$ cat src/rtl/fetch_unit.sv
// Instruction fetch / memory-request sequencer for the multicycle MIPS datapath.
// Captures fetched words, holds data requests until dhit, and pulses pc_en on retire.
module fetch_unit #(
    parameter logic [31:0] RESET_INSTR = 32'h0000_0000,
    parameter int          CNT_W       = 32
) (
    input  logic             CLK,
    input  logic             RST,
    input  logic [31:0]      pc,
    input  logic             ihit,
    input  logic [31:0]      imemload,
    input  logic             dhit,
    input  logic             dREN_req,
    input  logic             dWEN_req,
    input  logic             halt_req,
    output logic             imemREN,
    output logic [31:0]      imemaddr,
    output logic [31:0]      instruction,
    output logic             instr_valid,
    output logic             dmemREN,
    output logic             dmemWEN,
    output logic             pc_en,
    output logic             halt,
    output logic [CNT_W-1:0] retired
);

    typedef enum logic [1:0] {
        FETCH  = 2'd0,
        EXEC   = 2'd1,
        MEM    = 2'd2,
        HALTED = 2'd3
    } state_t;

    state_t state, next_state;
    logic   capture;
    logic   go_mem;
    logic   mem_done;

    // NOTE: sequential state uses non-blocking assignments so every flop samples pre-edge values.
    always_ff @(posedge CLK or posedge RST) begin
        if (RST) state <= FETCH;
        else     state <= next_state;
    end

    // NOTE: every output of this block gets a default first, so no path can infer a latch.
    always_comb begin
        next_state = state;
        capture    = 1'b0;
        go_mem     = 1'b0;
        mem_done   = 1'b0;
        pc_en      = 1'b0;
        case (state)
            FETCH: begin
                if (ihit) begin
                    capture    = 1'b1;
                    next_state = EXEC;
                end
            end
            EXEC: begin
                if (halt_req) begin
                    next_state = HALTED;
                end else if (dWEN_req || dREN_req) begin
                    go_mem     = 1'b1;
                    next_state = MEM;
                end else begin
                    pc_en      = 1'b1;
                    next_state = FETCH;
                end
            end
            MEM: begin
                if (dhit) begin
                    mem_done   = 1'b1;
                    pc_en      = 1'b1;
                    next_state = FETCH;
                end
            end
            HALTED:  next_state = HALTED;
            default: next_state = FETCH;
        endcase
    end

    // Gated by RST so the fetch request is low for the whole reset interval.
    assign imemREN     = (state == FETCH) && !RST;
    assign imemaddr    = pc;
    assign instr_valid = (state == EXEC) || (state == MEM);
    assign halt        = (state == HALTED);

    always_ff @(posedge CLK or posedge RST) begin
        if (RST)          instruction <= RESET_INSTR;
        else if (capture) instruction <= imemload;
    end

    // Write takes precedence so a load and a store are never requested together.
    always_ff @(posedge CLK or posedge RST) begin
        if (RST) begin
            dmemREN <= 1'b0;
            dmemWEN <= 1'b0;
        end else if (go_mem) begin
            dmemWEN <= dWEN_req;
            dmemREN <= dREN_req & ~dWEN_req;
        end else if (mem_done) begin
            dmemREN <= 1'b0;
            dmemWEN <= 1'b0;
        end
    end

    always_ff @(posedge CLK or posedge RST) begin
        if (RST)        retired <= '0;
        else if (pc_en) retired <= retired + CNT_W'(1);
    end

endmodule

$ cat config.mk
export PLATFORM = sky130hd
export DESIGN_NAME = fetch_unit
export DESIGN_NICKNAME = d
export VERILOG_FILES = /design/src/rtl/fetch_unit.sv
export SDC_FILE = /design/constraint.sdc
export NUM_CORES = 1
export LEC_CHECK = 0
export CORE_ASPECT_RATIO = 1.4
export CORE_UTILIZATION = 42
export CTS_CLUSTER_SIZE = 28
export DETAILED_ROUTE_END_ITERATION = 7
export MAX_ROUTING_LAYER = met4
export PLACE_DENSITY = 0.86
export SETUP_SLACK_MARGIN = 0.1
export SYNTH_ARGS = -nofsm -noshare
export SYNTH_HDL_FRONTEND = slang
export SYNTH_SLANG_ARGS = --single-unit
export TNS_END_PERCENT = 5
$ cat constraint.sdc
create_clock -name CLK -period 3.4 [get_ports CLK]
set_input_delay 0.68 -clock CLK [delete_from_list [all_inputs] [get_ports CLK]]
set_output_delay 0.68 -clock CLK [all_outputs]
set_load 0.02 [all_outputs]
==> results.cfg, run 1 <==
[status]
run_status = finished clean

[timing]
fin_setup_tns_ns = 0
final_period_minus_worst_setup_slack_ns = 3.07
worst_slew_margin_rel_pct = 43.5
max_freq_mhz = 326
rsz0062_at_grt = false
min_period_over_period_pct = 90.3
max_slew_vio_count = 0
worst_pin_slew_ns = 0.847
worst_hold_check_slack_ns = 0.479
final_hold_viol_count = 0
setup_viol = 0
clock-skew-final_ns = 0.00454

[yosys]
synth_largest_area_cell = sky130_fd_sc_hd__dfrtp_1
seq_area_frac_synth_pct = 54.1
synthTopCellsByCount = sky130_fd_sc_hd__dfrtp_1 (68), sky130_fd_sc_hd__buf_4 (32), sky130_fd_sc_hd__mux2_2 (32)
syn-mean-instance-area_sq_um = 12.3
syn_area_sq_um = 3140
synthCells = 255
yosys_warning_count = 0
synth-async-reset-ratio_pct = 100
synth-seq-cells = 68
synth_top_flop_cell = sky130_fd_sc_hd__dfrtp_1
postSynthNetCount = 331
library_cell_with_the_highest_instance_count_after_synthesis = sky130_fd_sc_hd__dfrtp_1
synth_cell_type_count = 29
yosys.area.top_type_share_pct = 54.1
number_of_enable_flip_flop_cells_after_synthesis = 0
synth_top_cells_by_area = sky130_fd_sc_hd__dfrtp_1 (54%), sky130_fd_sc_hd__mux2_2 (11%), sky130_fd_sc_hd__buf_4 (7.6%), sky130_fd_sc_hd__xnor2_1 (5.9%), sky130_fd_sc_hd__xor2_1 (2.8%)

[clock_network]
cts.hold.buffers_added = 0
cts_buffers = 9
worst_skew_pair.late_latency_ns = 0.33
cts_post_setup_buffers_inserted = 0
max-clock-path-buffers = 2
cts.clk_slew.worst_paths_ns = 0.07
tritoncts_clock_tree = yes
post_cts_resized = 0
cts_max_level = 3
cts.sinks = 68
ctsRootBufferMaster = sky130_fd_sc_hd__clkbuf_8

[worst_setup_path]
worst-endpoint-arrival_ns = 2.39
criticalPathCategory = in2out
critPathLaunchType = input port
critical_path_peak_fanout = 8
crit_required_ns = 2.72
end_kind = output pin

[placement]
detailed_place.area_sq_um = 4110
gp_congestion = 0.744
place.port_buffers = 108
post-dp-hpwl_microns = 4840
place_inst = 425

[flow_run]
cap_viol_max_count = 0

[pwr]
cellLeakagePower_nw = 1.87
clock_power_share_pct = 18.4
combPwrFrac_pct = 43.6
cellPowerDensity_nw_per_um2 = 737
switching_share_pct = 34.0
finalPower_mw = 3.15
cellInternalPower_mw = 2.08
ir_worst_vdd_v = 0.000320
p_sw_mw = 1.07
power.share.sequential_pct = 38.1

[finish]
antenna_cells = 0
layout.area.seq_sq_um = 1700
final_net_count = 417
final.fill_count = 626
layout.cells.non_filler = 440
layout_overhead_on_the_synthesized_area_pct = 36.1
post_route_cells_drive_above_1_share_pct = 15.9
multi_input_gate_area_sq_um = 1160
final_design_area_no_fill_sq_um = 4280

[die]
fp.dieArea_sq_um = 7840
top_level_ports = 173
num_rows = 36
fp.dieW_microns = 75.1
die_h_microns = 104
initial_core_util_pct = 44.2
core_area_sq_um = 7120

[routing]
post_drt_via_cell_ratio = 4.91
drt-wirelength-per-cell_microns = 15.0
drt.antenna.violating_nets = 0
drt_wl_total_microns = 6610
drt_first_pass_iters = 4
post-route-drc-count = 0
drt_first_iter_violations = 67
vias = 2162

[grt]
grt_antenna_before_repair = 0
grt_pass1_vias = 2175
grtUsageTotal_pct = 18.2
grt_start_max_net_pins = 69
globalRoute.totalOverflow = 0
first_pass_grt_wire_length_microns = 10300

[min_path]
hold_path.class = reg2reg
[registers in the layout (all words and copies together) (netlist names)]
name         flops
retired         32
instruction     32
dmemWEN          1
state            2
dmemREN          1
[power by group through the flow]
stage / clock (mW) / sequential [mW] / combinational, mW
after floorplan: 0 / 1.48 / 0.520
after global placement: 0 / 1.20 / 1.36
after detailed placement: 0 / 1.22 / 1.39
after CTS: 0.599 / 1.21 / 1.39
after global routing: 0.631 / 1.23 / 1.49
final: 0.579 / 1.20 / 1.37
[per-stage QoR]
stage | worst slack, ns | utilization [%]
after floorplan | 1.01 | -
after global placement | 0.337 | 57.7
after detailed placement | 0.336 | 57.7
after CTS | 0.328 | 60.1
after global routing | 0.227 | 60.1
final | 0.331 | 60.1
[cells in the final DEF, fill, tap and decap left out, drive strengths merged, types with 2 or more instances in the layout]
| master | synthesis | final |
|---|---|---|
| nand2 | 21 | 21 |
| and4 | 5 | 5 |
| o21ai | 3 | 3 |
| nor2 | 6 | 6 |
| mux2 | 32 | 32 |
| xnor2 | 21 | 21 |
| nand4 | 8 | 8 |
| nand3 | 10 | 10 |
| and2 | 4 | 4 |
| a21oi | 3 | 3 |
| clkbuf | 0 | 13 |
| buf | 36 | 3 |
| inv | 6 | 6 |
| clkinv | 0 | 2 |
| nor3 | 4 | 4 |
| nor4b | 2 | 2 |
| dfrtp | 68 | 68 |
| nor2b | 4 | 4 |
| clkdlybuf4s50 | 0 | 108 |
| xor2 | 10 | 10 |
| ha | 5 | 5 |
[critical path, stage by stage]
cell and delay, ns:
sky130_fd_sc_hd__clkdlybuf4s50_1 0.49, sky130_fd_sc_hd__nor4b_4 0.33, sky130_fd_sc_hd__o21ai_2 0.18, sky130_fd_sc_hd__inv_1 0.11, sky130_fd_sc_hd__clkdlybuf4s50_1 0.60
[layout make-up]
class	instances	share of cell area, %
clock buffers	13	3.71
flip-flops and latches	68	39.8
repair buffers	111	25.8
multi-input cells	145	27.2
inverters	6	0.526
clock inverters	2	0.234
well taps	95	2.78
[cells by family (layout without fill, tap and decap cells)]
family | Yosys count | in the layout | synth area share [%]
simple gates | 68 | 68 | 12.9
flops | 68 | 68 | 54.1
xor+xnor | 31 | 31 | 8.64
fa+ha+maj | 5 | 5 | 1.99
compound gates | 9 | 9 | 1.95
buf+inv | 42 | 132 | 8.88
mux | 32 | 32 | 11.5
[final timing paths]
check / endpoint / from / slack [ns] / depth (start not counted)
min in group asynchronous: instruction[14] / RST / 0.96 / 3
setup / recovery: pc_en / dWEN_req / 0.33 / 5
hold reg to reg: retired[31] / retired[31] / 0.48 / 1
hold / removal: retired[31] / retired[31] / 0.48 / 1
max in group asynchronous: dmemREN / RST / 1.88 / 3
setup reg to reg: retired[31] / state[1] / 1.18 / 7
[routing by layer]
| metal | up-vias | wire [microns] | global-route usage (%) |
|---|---|---|---|
| met5 | - | 0 | - |
| met1 | 1057 | 2590 | 19.9 |
| met3 | 19 | 529 | 3.78 |
| li1 | 997 | - | - |
| met4 | 0 | 204 | 10.4 |
| met2 | 89 | 3290 | 29.7 |
No activity file was read; power rests on OpenSTA's default activity.
==> inputs of run 2 (changes only) <==
--- a/config.mk
+++ b/config.mk
@@ -12,6 +12,7 @@
 export MAX_ROUTING_LAYER = met4
 export PLACE_DENSITY = 0.86
 export SETUP_SLACK_MARGIN = 0.1
+export SKIP_LAST_GASP = 1
 export SYNTH_ARGS = -nofsm -noshare
 export SYNTH_HDL_FRONTEND = slang
 export SYNTH_SLANG_ARGS = --single-unit
==> results of run 2 <==
Final layout, timing and power as in run 1 (identical DEF).
==> inputs of run 3 (changes only) <==
--- a/config.mk
+++ b/config.mk
@@ -16,4 +16,4 @@
 export SYNTH_ARGS = -nofsm -noshare
 export SYNTH_HDL_FRONTEND = slang
 export SYNTH_SLANG_ARGS = --single-unit
-export TNS_END_PERCENT = 5
+export TNS_END_PERCENT = 50
==> results of run 3 <==
Final layout, timing and power as in run 1 (identical DEF).
